**src/rtl/ad9231_spi_slave_if.sv**
```systemverilog
// ad9231_spi_slave_if: SPI pin bundle between an AD9231-style master and slave.
interface ad9231_spi_slave_if;
    logic ss;
    logic sck;
    logic sdi;
    logic sdo;
    logic sdo_oe;
    modport master (output ss, sck, sdi, input sdo, sdo_oe);
    modport slave (input ss, sck, sdi, output sdo, sdo_oe);
endinterface

```
**src/rtl/ad9231_spi_slave.sv**
```systemverilog
// ad9231_spi_slave: oversampled mode-3 SPI slave with the AD9231 shadow/commit register scheme.
module ad9231_spi_slave #(
    parameter logic [7:0] ID_VALUE = 8'h24,
    parameter int SYNC_STAGES = 2
) (
    input  logic clk,
    input  logic rstb,
    ad9231_spi_slave_if.slave spi,
    output logic [7:0] reg05_out,
    output logic [7:0] reg14_out,
    output logic update_pulse,
    output logic frame_err
);
    typedef enum logic [1:0] {IDLE, INSTR, DATA, DONE} state_t;
    state_t state, state_n;
    logic [SYNC_STAGES-1:0] ss_sync, sck_sync, sdi_sync;
    logic ss_d, sck_d, ss_s, sck_s, sdi_s;
    logic ss_fall, ss_rise, sck_rise, sck_fall;
    logic start, shift_en, abort, last_instr, last_data;
    logic [4:0] cnt;
    logic rw, rd_pend, wr_pend, tx_bit, tx_en;
    logic [12:0] addr;
    logic [7:0] dat, tx_sh, rd_val, shadow05, shadow14;
    assign ss_s = ss_sync[SYNC_STAGES-1];
    assign sck_s = sck_sync[SYNC_STAGES-1];
    assign sdi_s = sdi_sync[SYNC_STAGES-1];
    assign ss_fall = ss_d & ~ss_s;
    assign ss_rise = ~ss_d & ss_s;
    assign sck_rise = ~ss_s & ~sck_d & sck_s;
    assign sck_fall = ~ss_s & sck_d & ~sck_s;
    // ss history resets low so a frame already running at reset release never looks like a fresh select
    always_ff @(posedge clk or negedge rstb) begin
        if (!rstb) begin
            ss_sync <= '0;
            sck_sync <= '1;
            sdi_sync <= '0;
            ss_d <= 1'b0;
            sck_d <= 1'b1;
        end else begin
            ss_sync <= SYNC_STAGES'({ss_sync, spi.ss});
            sck_sync <= SYNC_STAGES'({sck_sync, spi.sck});
            sdi_sync <= SYNC_STAGES'({sdi_sync, spi.sdi});
            ss_d <= ss_s;
            sck_d <= sck_s;
        end
    end
    always_ff @(posedge clk or negedge rstb) begin
        if (!rstb) state <= IDLE;
        else state <= state_n;
    end
    always_comb begin
        state_n = state;
        start = 1'b0;
        shift_en = 1'b0;
        abort = 1'b0;
        last_instr = 1'b0;
        last_data = 1'b0;
        case (state)
            IDLE: begin
                start = ss_fall;
                state_n = ss_fall ? INSTR : IDLE;
            end
            INSTR, DATA: begin
                abort = ss_rise;
                shift_en = sck_rise;
                last_instr = sck_rise && state == INSTR && cnt == 5'd15;
                last_data = sck_rise && state == DATA && cnt == 5'd23;
                state_n = ss_rise ? IDLE : last_instr ? DATA : last_data ? DONE : state;
            end
            default: state_n = ss_rise ? IDLE : DONE;
        endcase
    end
    assign rd_val = addr == 13'h000 ? 8'h18 :
                    addr == 13'h001 ? ID_VALUE :
                    addr == 13'h005 ? shadow05 :
                    addr == 13'h014 ? shadow14 : 8'h00;
    always_ff @(posedge clk or negedge rstb) begin
        if (!rstb) begin
            cnt <= '0;
            rw <= 1'b0;
            addr <= '0;
            dat <= '0;
            rd_pend <= 1'b0;
            wr_pend <= 1'b0;
            tx_sh <= '0;
            tx_bit <= 1'b1;
            tx_en <= 1'b0;
            shadow05 <= 8'h03;
            shadow14 <= 8'h00;
            reg05_out <= 8'h03;
            reg14_out <= 8'h00;
            update_pulse <= 1'b0;
            frame_err <= 1'b0;
        end else begin
            rd_pend <= last_instr & rw;
            wr_pend <= last_data & ~rw;
            frame_err <= abort;
            update_pulse <= wr_pend && addr == 13'h0FF && dat == 8'h01;
            if (start) begin
                cnt <= '0;
                rw <= 1'b0;
                addr <= '0;
                dat <= '0;
            end else if (shift_en) begin
                cnt <= cnt + 5'd1;
                if (state == INSTR && cnt == 5'd0) rw <= sdi_s;
                if (state == INSTR) addr <= {addr[11:0], sdi_s};
                else dat <= {dat[6:0], sdi_s};
            end
            if (state_n != DATA) begin
                tx_en <= 1'b0;
                tx_bit <= 1'b1;
            end else if (rd_pend) begin
                tx_en <= 1'b1;
                tx_sh <= rd_val;
            end else if (sck_fall && tx_en) begin
                tx_bit <= tx_sh[7];
                tx_sh <= {tx_sh[6:0], 1'b0};
            end
            if (wr_pend && addr == 13'h005) shadow05 <= dat;
            if (wr_pend && addr == 13'h014) shadow14 <= dat;
            if (wr_pend && addr == 13'h0FF && dat == 8'h01) begin
                reg05_out <= shadow05;
                reg14_out <= shadow14;
            end
        end
    end
    assign spi.sdo = tx_bit;
    assign spi.sdo_oe = tx_en;
endmodule
```
**src/flat_wrapper.sv**
```systemverilog
// flat-port wrapper written by rule: the top's interface ports become plain ports
module ad9231_spi_slave_flat 
#(
    parameter logic [7:0] ID_VALUE = 8'h24,
    parameter int SYNC_STAGES = 2
)
  (clk, rstb, reg05_out, reg14_out, update_pulse, frame_err, spi_ss, spi_sck, spi_sdi, spi_sdo, spi_sdo_oe);
  ad9231_spi_slave_if spi_i ();
  input  logic clk;
  input  logic rstb;
  output logic [7:0] reg05_out;
  output logic [7:0] reg14_out;
  output logic update_pulse;
  output logic frame_err;
  input wire logic [$bits(spi_i.ss)-1:0] spi_ss;
  input wire logic [$bits(spi_i.sck)-1:0] spi_sck;
  input wire logic [$bits(spi_i.sdi)-1:0] spi_sdi;
  output wire logic [$bits(spi_i.sdo)-1:0] spi_sdo;
  output wire logic [$bits(spi_i.sdo_oe)-1:0] spi_sdo_oe;
  assign spi_i.ss = spi_ss;
  assign spi_i.sck = spi_sck;
  assign spi_i.sdi = spi_sdi;
  assign spi_sdo = spi_i.sdo;
  assign spi_sdo_oe = spi_i.sdo_oe;
  ad9231_spi_slave #(.ID_VALUE(ID_VALUE), .SYNC_STAGES(SYNC_STAGES)) u_core (.clk(clk), .rstb(rstb), .spi(spi_i), .reg05_out(reg05_out), .reg14_out(reg14_out), .update_pulse(update_pulse), .frame_err(frame_err));
endmodule
```
**config.mk**
```make
export PLATFORM = sky130hd
export DESIGN_NAME = ad9231_spi_slave_flat
export DESIGN_NICKNAME = d
export VERILOG_FILES = /design/src/rtl/ad9231_spi_slave_if.sv /design/src/rtl/ad9231_spi_slave.sv /design/src/flat_wrapper.sv
export SDC_FILE = /design/constraint.sdc
export NUM_CORES = 1
export LEC_CHECK = 0
export ABC_AREA = 1
export BUFFER_PORTS_ARGS = -buffer_cell sky130_fd_sc_hd__buf_2
export CORE_ASPECT_RATIO = 0.7
export CORE_MARGIN = 8
export CORE_UTILIZATION = 60
export CTS_CLUSTER_DIAMETER = 60
export CTS_CLUSTER_SIZE = 12
export DETAILED_ROUTE_END_ITERATION = 10
export GPL_ROUTABILITY_DRIVEN = 0
export PLACE_DENSITY = 0.86
export SLEW_MARGIN = 20
export SYNTH_ARGS = -nofsm -noshare
export SYNTH_HDL_FRONTEND = slang
export SYNTH_SLANG_ARGS = --single-unit
```
**constraint.sdc**
```tcl
create_clock -name clk -period 2.22 [get_ports clk]
set_input_delay 0.111 -clock clk [delete_from_list [all_inputs] [get_ports clk]]
set_output_delay 0.111 -clock clk [all_outputs]
set_load 0.005 [all_outputs]
```
* Word level (Yosys, flattened, before mapping)
Cells that the tools add are included.
Word-level totals: input port bits 5, word-level logic and storage cells 106, register bits 83
Operators by class: muxes and demuxes 33, add/subtract/negate cells 1, bitwise gates (word level) 14, equal/unequal tests 12, reductions and logical operators 25
Operator list (count):
- two-way mux 8 bit | 9
- two-way mux 13 bit | 3
- two-way mux 1 bit | 14
- equality test 13 x 1 -> 1 bit, second input constant | 1
- equality test 13 x 3 -> 1 bit, second input constant | 1
- equality test 13 x 5 -> 1 bit, second input constant | 1
- equality test 13 x 8 -> 1 bit, second input constant | 1
- zero test 13 bit | 1
- nonzero test 2 bit | 6
- logical AND 1 bit | 10
- two-way mux 5 bit | 2
- AND reduction 2 bit | 5
- AND 1 bit | 8
- equality test 8 x 1 -> 1 bit, second input constant | 1
- two-way mux 2 bit | 4
- inverter 1 bit | 6
- adder 5 x 1 -> 5 bit, second input constant | 1
- equality test 5 x 4 -> 1 bit, second input constant | 1
- equality test 5 bit, second input constant | 1
- zero test 5 bit | 1
- != test 2 bit, second input constant | 2
- case mux 2 bit (2 select lines) | 1
- equality test 2 x 1 -> 1 bit, second input constant | 1
- equality test 2 bit, second input constant | 1
- other kinds (3) | 3

* Longest topological paths before layout
Gate-level depths: netlist of the first run.
depth in word-level cells 12, gate-level depth with buffers 16

* Worst setup path before layout of the first run
OpenSTA, ideal clock, no wires.
kind flip-flop to flip-flop, start point register u_core.cnt[1], end point register u_core.tx_sh[2], setup time 0.119 ns, cell stages (with the launch flop) 16, arrival 1.516 ns, setup slack 0.585 ns, required time 2.101 ns, cells stage by stage dfrtp_1 ha_1 nand2_1 nor2_1 ha_1 nand2_1 inv_2 nand3_2 nand2_1 nand2_1 nand3_2 nand2_4 inv_4 nand4_4 nand2_1 nand2_1
On the way: longest elaborated chain between the ends 9, elaborated cells on any way between the ends 11, classes of those cells eq/ne: 3; mux: 4; bitwise: 1; reduce/logical: 3
Ends and longest elaborated chain:
- start: declaration | RTL line ad9231_spi_slave.sv:20 | logic [4:0] cnt;
- start signal: assignment | RTL line ad9231_spi_slave.sv:105 | cnt <= cnt + 5'd1;
- equality test 5 bit | RTL line ad9231_spi_slave.sv:67 | last_data = sck_rise && state == DATA && cnt == 5'd23;
- logical AND 1 bit | RTL line ad9231_spi_slave.sv:67
- two-way mux 2 bit | RTL line ad9231_spi_slave.sv:68 | state_n = ss_rise ? IDLE : last_instr ? DATA : last_data ? DONE : state;
- two-way mux 2 bit * (2 in series) | RTL line ad9231_spi_slave.sv:68
- case mux 2 bit (2 select lines) * | RTL line ad9231_spi_slave.sv:58 | case (state)
- via u_core.state_n[1] | RTL line ad9231_spi_slave.sv:15 | state_t state, state_n;
- != test 2 bit * | RTL line ad9231_spi_slave.sv:110 | if (state_n != DATA) begin
- inverter 1 bit (no line) *
- AND reduction 2 bit (no line) *
- end signal: assignment | RTL line ad9231_spi_slave.sv:115 | tx_sh <= rd_val;
- end signal: assignment | RTL line ad9231_spi_slave.sv:118 | tx_sh <= {tx_sh[6:0], 1'b0};
- end: declaration | RTL line ad9231_spi_slave.sv:23 | logic [7:0] dat, tx_sh, rd_val, shadow05, shadow14;
Mark *: on every way through the listed nets, which the timed path passes. The rest lies on a longest branch. A chain may end at the register's enable or synchronous reset.

* Worst setup path after layout of the first run
start point register u_core.cnt[1], end point register u_core.tx_sh[1]
The elaborated chain is that of the path after synthesis.

==> reports/results.ini, run 1 <==
[power_and_ir_drop]
swShare_pct = 24.88
max-vdd-ir-drop_mv = 0.5138
leakage_uw = 0.002159
pwr-share-comb_pct = 9.3
p_seq_share_pct = 49.7
power_density_nw_per_um2 = 758.0
switching_power_uw = 815.1
internal_power_uw = 2461
clockPowerShare_pct = 41.1

[synth]
synth_largest_area_cell = dfrtp_1
postSynthAreaPerCell_um2 = 9.153
ys_warn_count = 0
syn-instance-count = 422
synth_area_leaders = dfrtp_1 (49%), nand2_1 (12%), dfstp_2 (5.4%)
syn_area_um2 = 3862
ys_ff_latch = 83
synth_top_area_share_pct = 48.59
syn_nets = 434
yosysSeqAreaShare_pct = 54.03
ys_types = 34

[clock_network]
root_buffer = clkbuf_8
ctsLongestPathBuffers = 2
cts_sinks = 83
post_cts_resized = 0
cts_tree = built
cts_htree_levels = 3
clkTransAtPathRegs_ns = 0.09
worstSkewPairLatency_ns = 0.37
numCtsBuffers = 9

[worst_setup_path]
crit_required_ns = 2.47
critPathMaxFanout = 8
r2r_start = u_core.cnt[1]
crit_arrival_ns = 2.14
critical_path.startpoint = u_core.cnt[1]
path_delay_family = simple AND/OR/NAND/NOR gates
worstPathBufferInverterCount = 2
worstRegToRegCells = 15
crit_path_top_delay_cell = dfrtp_1
cp-start-kind = register
max_stage_delay_ns = 0.38
worstSetupPathType = register to register
endpoint_kind = register
crit_chain = ha_1, nand2_1, nor2_1, ha_1, nand2_1, inv_2, nand3_2, nand2_1, nand2_1, nand3_2, nand2_4, inv_4, nand4_4, nand2_1, nand2_1
worst-path-stages = 15
cpMostUsedCell = nand2_1

[layout]
final_nets = 466
area_delta_synth_final_pct = 11.89
layout_common_cells = nand2_1 (126), dfrtp_1 (75), nand3_1 (42)
fin_area_um2 = 4322
drive_gt1_share_pct = 19.61
layout.cells.non_filler = 537
mostFrequentLayoutCell = nand2_1
fillCellCount = 489
antenna_cells = 0

[placement]
hpwl_mm = 5.283
dp_cells = 517
io_buffers = 24
place_area_um2 = 4033

[grt]
grt_pass1_vias = 2930
grt_antenna_before_repair = 0
grt_start_max_net_pins = 84
grt_pass1_wl_mm = 13.68
gr-total-overflow = 0
grtUsageTotal_pct = 18.03

[hold_path]
hold_path_class = input port to async pin

[flow_run]
cap_violations = 0

[detailed_routing]
via_per_inst = 5.527
wirelength_mm = 7.791
vias = 2968
ant_nets = 0
drt_iter0_markers = 214
remaining_drc_errors = 0
wl_per_cell_um = 14.51
dr.pass1.iters = 5

[outcome]
status = complete, no violations

[sta]
relSlewSlack_pct = 71.72
fin_tns_setup_ns = 0
skew_ns = 0.01434
drv_slew = 0
final_hold_viol_count = 0
worst_pin_slew_ns = 0.4242
fin_crit_ns = 1.884
finalCritPeriodShare_pct = 84.85
max_freq_ghz = 0.5309
grt_setup_unrepaired = false
setup-violations-final = 0

[die]
start_util_pct = 62.14
die_area_um2 = 9302
fp-row-count = 24
die_h_um = 83.13
core-area_um2 = 6216
pin_count = 25
die_w_um = 111.9

## cell usage after synthesis
cell type  number
clkinv_2        1
nand2_4         3
mux2i_1         2
nand4_4         1
o22ai_1         9
nor2_2          2
nand4_1        10
nor3_4          1
inv_2          12
buf_4           1
nand2_2         5
a21oi_1         3
o21ai_0         7
nand3_1        42
inv_4           1
nor2_8          2
nand3_4         2
ha_1            7
buf_2           2
inv_1          32
dfstp_2         8
buf_1           1
o21ai_1        26
or2_4           1
nand2_1       126
o31ai_1         4
nor2_4          5
o21a_1          1
nor2_1         18
nor3_1          2
nor4_4          1
dfrtp_1        75
nand3_2         4
buf_6           5
## registers in the layout, summed over array words and instances (netlist names)
signal,count
u_core.sck_d,1
u_core.tx_sh,8
u_core.cnt,5
u_core.rw,1
u_core.update_pulse,1
u_core.reg14_out,8
u_core.frame_err,1
u_core.reg05_out,8
u_core.spi.sdo_oe,1
u_core.ss_sync,2
u_core.sdi_sync,2
u_core.sck_sync,2
u_core.shadow14,8
u_core.addr,13
u_core.dat,8
u_core.shadow05,8
u_core.spi.sdo,1
u_core.rd_pend,1
u_core.state,2
u_core.wr_pend,1
u_core.ss_d,1
## cell families (layout without fill, tap and decap cells)
logic type      Yosys count  in the layout  share of synthesized area, %
compound gates           50             50                         7.094
fa+ha+maj                 7              7                         2.267
buf+inv                  55             92                         6.576
flops                    83             83                         54.03
mux                       2              2                        0.5183
simple gates            225            225                         29.51
## timing repair
action,in CTS,in global routing
endpoints found under the hold margin,78,0
setup buffers,0,0
hold buffers,4,0
## routing by layer
metal	wire [µm]	vias to the layer above	GRT usage, %
li1	-	1435	-
met5	0	-	0
met1	3490	1446	22.62
met3	490	13	6.792
met4	89	0	6.304
met2	3721	74	28.02
## per-stage QoR
stage / power, µW / util (%) / worst slack, ns / hold WS (ns)
2_1_floorplan: 1846 / - / 0.5849 / -0.1846
3_3_place_gp: 1932 / 64.88 / 0.4835 / 0.1705
3_5_place_dp: 1948 / 64.88 / 0.4027 / 0.1698
4_1_cts: 3284 / 69.53 / 0.3407 / 0.3235
5_1_grt: 3399 / 69.53 / 0.1122 / 0.3320
6_report: 3276 / 69.53 / 0.3364 / 0.3078
## power groups by stage
stage | Combinational, µW | Sequential [µW] | Clock, µW
floorplan | 200 | 1650 | 0
global placement | 281 | 1650 | 0
detailed placement | 293 | 1660 | 0
CTS | 302 | 1630 | 1360
global route | 345 | 1640 | 1420
finish | 304 | 1630 | 1340
## cell type report
| class | instances | area [µm²] | share of cell area (%) |
|---|---|---|---|
| inverters | 46 | 176.4 | 4.082 |
| clock buffers | 11 | 141.4 | 3.272 |
| repair buffers | 30 | 190.2 | 4.401 |
| multi-input cells | 284 | 1521 | 35.21 |
| clock inverters | 5 | 107.6 | 2.490 |
| well taps | 78 | 97.59 | 2.258 |
| flip-flops and latches | 83 | 2087 | 48.29 |
## path summary, 6_finish.rpt
check	to	slack [ns]
setup / recovery	u_core.tx_sh[1]	0.34
hold / removal	u_core.reg05_out[3]	0.31
setup reg to reg	u_core.tx_sh[1]	0.34
hold reg to reg	u_core.ss_sync[1]	0.35
max in group asynchronous	u_core.spi.sdo	1.54
min in group clk	u_core.ss_sync[1]	0.35
## worst register-to-register path, stage by stage, from the launching register on
cell and delay, ns:
dfrtp_1 0.38, ha_1 0.17, nand2_1 0.09, nor2_1 0.12, ha_1 0.17, nand2_1 0.06
inv_2 0.07, nand3_2 0.06, nand2_1 0.07, nand2_1 0.06, nand3_2 0.08, nand2_4 0.08
inv_4 0.09, nand4_4 0.13, nand2_1 0.10, nand2_1 0.05
Note: power is estimated with default switching activity, not from simulation.
==> inputs of run 2 (changes only) <==
ABC_AREA = 0   (was 1)
clock period = 1.74 ns   (was 2.22 ns; I/O delays follow)
==> run 2 against run 1 <==
  * The flow now finishes with violations (negative setup slack)
  * Combinational power grew 99%
  * Register-to-register slack lost 1.0 ns
  * Sequential share of layout area is 7.3 points lower
  * Critical path depth fell by 9
  * First-iteration DRC count rose by 81%
  * Wire length is 73% higher
  * Non-clock buffer count is 74 higher
  * Clock power up 9%
  * Hold slack worse by 0.064 ns
  * Maximum frequency fell by 23%
  * Sequential power up 23%
  * Global-route usage is 9.3 points higher
  * Critical path type unchanged
  * Critical endpoint is now u_core.shadow05[7]
  * Largest power group unchanged
==> reports/results.ini, run 2 <==
[synth]
synth_mux_area_share_pct = 13.16  ; +13 points
syn_nets = 310  ; -29%
yosysMostFrequentCell = dfrtp_1
synth_largest_area_cell = dfrtp_1
synth_simple_gate_area_share_pct = 14.22  ; -15 points
ys_ff_latch = 83  ; unchanged
synth_top_area_share_pct = 51.39  ; +2.8 points
synth_top_family_by_area = simple AND/OR/NAND/NOR gates
synth-compound-area-share_pct = 9.524  ; +2.4 points
yosysSeqAreaShare_pct = 57.14  ; +3.1 points
ys_warn_count = 0  ; unchanged
synth_fa_ha_area_share_pct = 2.398  ; +0.13 points
syn_area_um2 = 3652  ; -5.4%
synth_area_leaders = dfrtp_1 (51%), mux2_2 (8.6%), dfstp_2 (5.8%)
synth_async_sr_flop_share_pct = 100.0  ; unchanged
postSynthAreaPerCell_um2 = 12.26  ; +34%
ys_types = 50  ; +47%
ys.flop_type = dfrtp_1
synth_common_cells = dfrtp_1 (75), nand2_1 (39), mux2_2 (28)
synthXorXnorAreaFrac_pct = 0.4796  ; +0.48 points
syn-instance-count = 298  ; -29%
synth_edf_count = 0  ; unchanged

[power_and_ir_drop]
leakage_uw = 0.002443  ; +13%
power_density_nw_per_um2 = 802.1  ; +5.8%
max-vdd-ir-drop_mv = 0.4822  ; -6.1%

[die]
fp-row-count = 23  ; -4.2%
core-area_um2 = 5813  ; -6.5%
start_util_pct = 62.83  ; +0.69 points
die_area_um2 = 8879  ; -4.5%
die_w_um = 109.3  ; -2.4%
die_h_um = 81.28  ; -2.2%
pin_count = 25  ; unchanged

[layout]
layout.cells.non_filler = 479  ; -11%
fin_area_um2 = 5091  ; +18%
final_nets = 411  ; -12%
layout_common_cells = dfrtp_1 (75), buf_4 (58), mux2_4 (33)
fillCellCount = 232  ; -53%
antenna_cells = 0  ; unchanged
mostFrequentLayoutCell = dfrtp_1
top_register = u_core.addr
area_delta_synth_final_pct = 39.40
drive_gt1_share_pct = 53.47  ; +34 points
largest_reg_flops = 13  ; unchanged

[clock_network]
cts_htree_levels = 3  ; unchanged
clkTransAtPathRegs_ns = 0.09  ; about the same
worstSkewPairLatency_ns = 0.38  ; about the same
ctsLongestPathBuffers = 2  ; unchanged
root_buffer = clkbuf_8
cts_sinks = 83  ; unchanged
cts_tree = built
numCtsBuffers = 9  ; unchanged

[worst_setup_path]
crit_required_ns = 2.01  ; -0.46 ns
r2r_start = u_core.addr[8]
crit_arrival_ns = 2.72  ; +0.58 ns
rrSetupSlack_ns = -0.71  ; -1.04 ns
worstRegToRegCells = 6  ; -9
worstSetupPathType = register to register
critPathMaxFanout = 4  ; -4
cp-start-kind = register
endpoint_kind = register
r2r-end = u_core.shadow05[7]

[placement]
hpwl_mm = 6.204  ; +17%
io_buffers = 24  ; unchanged
place_area_um2 = 4302  ; +6.7%
pre_cts_slack_ns = -0.5777  ; -0.9805 ns
dp_cells = 440  ; -15%

[sta]
max_freq_ghz = 0.4084  ; -23%
holdWs_ns = 0.2435  ; -0.06436 ns
relSlewSlack_pct = 50.60  ; -21 points
grt_setup_unrepaired = true
fin_crit_ns = 2.449  ; +0.5649 ns
drv_slew = 0  ; unchanged
fin_tns_setup_ns = -33.79  ; -33.79 ns
setup-violations-final = 73  ; +73
worst_pin_slew_ns = 0.7395  ; +0.3153 ns
skew_ns = 0.01150  ; -0.002832 ns
setup_ws_ns = -0.7085  ; -1.045 ns
final_hold_viol_count = 0  ; unchanged
finalCritPeriodShare_pct = 140.7  ; +56 points

[hold_path]
hold_path_class = input port to async pin

[detailed_routing]
wl_per_cell_um = 28.14  ; +94%
via_per_inst = 6.935  ; +25%
remaining_drc_errors = 0  ; unchanged
drt_iter0_markers = 387  ; +81%
wirelength_mm = 13.48  ; +73%
vias = 3322  ; +12%
ant_nets = 0  ; unchanged
dr.pass1.iters = 5  ; unchanged

[outcome]
status = finished, violations left
failed_checks = negative setup slack

[grt]
grt_pass1_wl_mm = 18.01  ; +32%
gr-total-overflow = 0  ; unchanged
grtUsageTotal_pct = 27.34  ; +9.3 points
grt_antenna_before_repair = 0  ; unchanged
grt_pass1_vias = 3213  ; +9.7%
grt_start_max_net_pins = 46  ; -45%

[flow_run]
cap_violations = 0  ; unchanged

run 2: cell types whose count changed in the layout (fill, tap and decap cells not counted), moves of 7 or more:
cell / before / now
nand2_1: 126 / 24
buf_4: 2 / 58
nand3_1: 42 / 2
mux2_4: 0 / 33
o21ai_1: 26 / 0
inv_1: 32 / 9
a21oi_2: 0 / 13
buf_6: 0 / 13
a22o_1: 0 / 12
inv_2: 12 / 2
nand2_2: 5 / 14
o21ai_0: 7 / 0
o22ai_1: 9 / 2
run 2: area by class of cell:
class	instances	area [µm²]	share of cell area [%]
Clock buffer	9	123.9	2.433
Clock inverter	7	76.32	1.499
Inverter	11	41.29	0.8110
Multi-Input combinational cell	190	1807	35.49
Sequential cell	83	2087	40.99
Tap cell	75	93.84	1.843
Timing Repair Buffer	104	862.1	16.93
run 2: worst max path at each step:
stage                         startpoint                   to  slack, ns  depth (start not counted)
after global placement    u_core.addr[9]   u_core.shadow14[3]      -0.46                          6
after CTS                 u_core.addr[9]   u_core.shadow14[7]      -0.47                          6
after floorplan           u_core.addr[9]  u_core.reg05_out[5]      -0.50                          6
after detailed placement   u_core.cnt[1]      u_core.tx_sh[1]      -0.58                          9
final                     u_core.addr[8]   u_core.shadow05[7]      -0.71                          6
after global routing      u_core.addr[8]  u_core.reg14_out[1]      -0.67                          7
run 2: kinds of logic (layout without fill, tap and decap cells):
family          Yosys count  after routing
fa+ha+maj                 7              7
mux                      40             40
simple gates             92             92
compound gates           49             49
xor+xnor                  2              2
buf+inv                  25            131
flops                    83             83
run 2: power breakdown:
| group | total (µW) | internal [µW] | switching (µW) |
|---|---|---|---|
| Combinational | 606 | 286 | 320 |
| Clock | 1460 | 670 | 795 |
| Sequential | 2010 | 1970 | 41.5 |
| Total | 4080 | 2930 | 1160 |
run 2: worst max-delay path, stage by stage, from the launching register on:
cell     delay, ns
dfrtp_1       0.43
or4_4         0.58
nor3b_4       0.31
nand3_2       0.20
nor3b_4       0.29
buf_4         0.19
mux2_2        0.34
run 2: per-stage QoR:
| stage | power (µW) | utilization (%) |
|---|---|---|
| after floorplan | 2221 | - |
| after global placement | 2398 | 74.00 |
| after detailed placement | 2420 | 74.00 |
| after CTS | 3899 | 83.08 |
| after global routing | 4189 | 87.58 |
| final | 4083 | 87.58 |
run 2: routing by layer:
metal	vias to the layer above	GRT usage, %	part of all wire [%]
met5	-	0	0
met3	115	8.221	12
li1	1262	-	-
met1	1617	33.63	36
met2	328	43.00	45
met4	0	14.63	7.3
run 2: what timing repair did:
action                                  CTS  global route
pin swaps                                14            18
hold buffers                              4             0
gates resized for setup                  53            35
setup buffers                             7            10
hold endpoints to repair                 39             0
endpoints found under the setup margin   71            73
gates cloned                              0             2
==> inputs of run 3 (changes only) <==
ABC_AREA = 1   (was 0)
==> run 3 against run 2 <==
  * The flow still finishes with violations (negative setup slack)
  * Wire length shrank 39%
  * Critical endpoint is now u_core.tx_sh[3]
  * Sequential power rose by 3%
  * Largest power group unchanged
  * Flip-flop and latch count did not move
==> reports/results.ini, run 3 (synthesis results as in run 1) <==
[flow_run]
cap_violations = 0  ; unchanged

[layout]
final_util_pct = 71.38  ; -16 points
layout_common_cells = nand2_1 (117), dfrtp_1 (75), nand3_1 (42)
largest_reg_flops = 13  ; unchanged
mostFrequentLayoutCell = nand2_1
drive_gt1_share_pct = 25.53  ; -28 points
top_register = u_core.addr
antenna_cells = 0  ; unchanged
final_nets = 481  ; +17%
area_delta_synth_final_pct = 14.87
fin_area_um2 = 4437  ; -13%

[die]
die_w_um = 111.9  ; +2.4%
pin_count = 25  ; unchanged
core-area_um2 = 6216  ; +6.9%
die_area_um2 = 9302  ; +4.8%
fp-row-count = 24  ; +4.3%
start_util_pct = 62.14  ; -0.69 points
die_h_um = 83.13  ; +2.3%

[clock_network]
root_buffer = clkbuf_8
ctsLongestPathBuffers = 2  ; unchanged
cts_tree = built
clkTransAtPathRegs_ns = 0.09  ; about the same
cts_sinks = 83  ; unchanged
worstSkewPairLatency_ns = 0.36  ; -0.02 ns
numCtsBuffers = 9  ; unchanged
cts_htree_levels = 3  ; unchanged

[grt]
grtUsageTotal_pct = 18.44  ; -8.9 points
gr-total-overflow = 0  ; unchanged
grt_start_max_net_pins = 37  ; -20%
grt_pass1_vias = 3081  ; -4.1%
grt_antenna_before_repair = 0  ; unchanged
grt_pass1_wl_mm = 13.97  ; -22%

[sta]
skew_ns = 0.01068  ; -0.0008183 ns
drv_slew = 0  ; unchanged
grt_setup_unrepaired = true
setup_ws_ns = -0.1485  ; +0.5600 ns
fin_crit_ns = 1.888  ; -0.5600 ns
holdWs_ns = 0.1792  ; -0.06422 ns
relSlewSlack_pct = 74.33  ; +24 points
final_hold_viol_count = 0  ; unchanged
worst_pin_slew_ns = 0.3850  ; -0.3545 ns
finalCritPeriodShare_pct = 108.5  ; -32 points
max_freq_ghz = 0.5295  ; +30%
setup-violations-final = 10  ; -86%
fin_tns_setup_ns = -1.100  ; +32.69 ns

[worst_setup_path]
endpoint_kind = register
crit_arrival_ns = 2.14  ; -0.58 ns
critPathMaxFanout = 8  ; +4
worstSetupPathType = register to register
cp-start-kind = register
crit_required_ns = 1.99  ; -0.02 ns

[outcome]
status = finished, violations left
failed_checks = negative setup slack

[placement]
io_buffers = 24  ; unchanged
hpwl_mm = 5.620  ; -9.4%
pre_cts_slack_ns = -0.07798  ; +0.4997 ns
place_area_um2 = 4113  ; -4.4%

[detailed_routing]
wirelength_mm = 8.220  ; -39%
vias = 3049  ; -8.2%
drt_iter0_markers = 156  ; -60%
dr.pass1.iters = 4  ; -1
remaining_drc_errors = 0  ; unchanged
via_per_inst = 5.524  ; -20%
ant_nets = 0  ; unchanged
wl_per_cell_um = 14.89  ; -47%

[power_and_ir_drop]
leakage_uw = 0.002210  ; -9.6%
power_density_nw_per_um2 = 860.0  ; +7.2%
max-vdd-ir-drop_mv = 0.6598  ; +37%

[hold_path]
hold_path_class = input port to async pin

==> run 3: cell types whose count changed in the layout (fill, tap and decap cells not counted), moves of 13 or more <==
| cell | before | now |
|---|---|---|
| buf_4 | 58 | 16 |
| o21ai_1 | 0 | 27 |
| mux2_4 | 33 | 0 |
| nand2_1 | 24 | 117 |
| a21oi_2 | 13 | 0 |
| buf_6 | 13 | 0 |
| inv_1 | 9 | 30 |
| nand3_1 | 2 | 42 |
==> run 3: final cells by class <==
| cell class | count | area (µm²) |
|---|---|---|
| Sequential cell | 83 | 2087 |
| Multi-Input combinational cell | 284 | 1569 |
| Clock buffer | 10 | 137.6 |
| Timing Repair Buffer | 45 | 315.3 |
| Inverter | 46 | 182.7 |
| Clock inverter | 6 | 47.55 |
| Fill cell | 438 | 1779 |
| Tap cell | 78 | 97.59 |
==> run 3: what timing repair did <==
item / CTS / global route
endpoints found under the hold margin: 58 / 0
hold buffers: 4 / 0
setup buffers: 4 / 2
endpoints found under the setup margin: 10 / 43
gates resized for setup: 5 / 14
pin swaps: 1 / 4
==> run 3: critical path, stage by stage, from the launching register on <==
cell and delay [ns]:
dfrtp_1 0.37, ha_2 0.19, nand2_2 0.06, nor2_2 0.08, ha_2 0.18, nand2_2 0.05, inv_2 0.06, nand3_2 0.08
nand2_2 0.08, nand2_2 0.05, nand3_2 0.07, nand2_4 0.08, inv_4 0.08, nand4_4 0.14, nand2_2 0.12, nand2_1 0.07
==> run 3: through the flow <==
step	cells	total power [µW]
4_1_cts	550	3838
2_1_floorplan	422	2355
5_1_grt	552	3986
6_report	552	3815
3_5_place_dp	526	2506
3_3_place_gp	526	2481
==> run 3: where the power goes <==
| group | total [µW] | leakage (µW) | switching (µW) | internal (µW) |
|---|---|---|---|---|
| Clock | 1300 | 0.0000937 | 728 | 572 |
| Sequential | 2080 | 0.00111 | 56.7 | 2020 |
| Combinational | 438 | 0.00101 | 289 | 149 |
==> run 3: layer usage <==
metal  track usage (%)  vias to the layer above  wire length (µm)
met5                 0                        -                 0
met4             6.675                        0               108
met3             6.142                       12               462
met2             30.37                       75              4088
met1             22.13                     1483              3560
li1                  -                     1479                 -
==> run 3: final timing paths <==
path | from | to | slack (ns) | cells after the start
setup / recovery | u_core.cnt[1] | u_core.tx_sh[3] | -0.15 | 15
hold / removal | rstb | u_core.reg05_out[2] | 0.18 | 2
setup reg to reg | u_core.cnt[1] | u_core.tx_sh[3] | -0.15 | 15
hold reg to reg | u_core.ss_sync[0] | u_core.ss_sync[1] | 0.35 | 0
max in group asynchronous | rstb | u_core.sck_d | 0.92 | 3
min in group clk | spi_ss | u_core.ss_sync[0] | 0.35 | 2
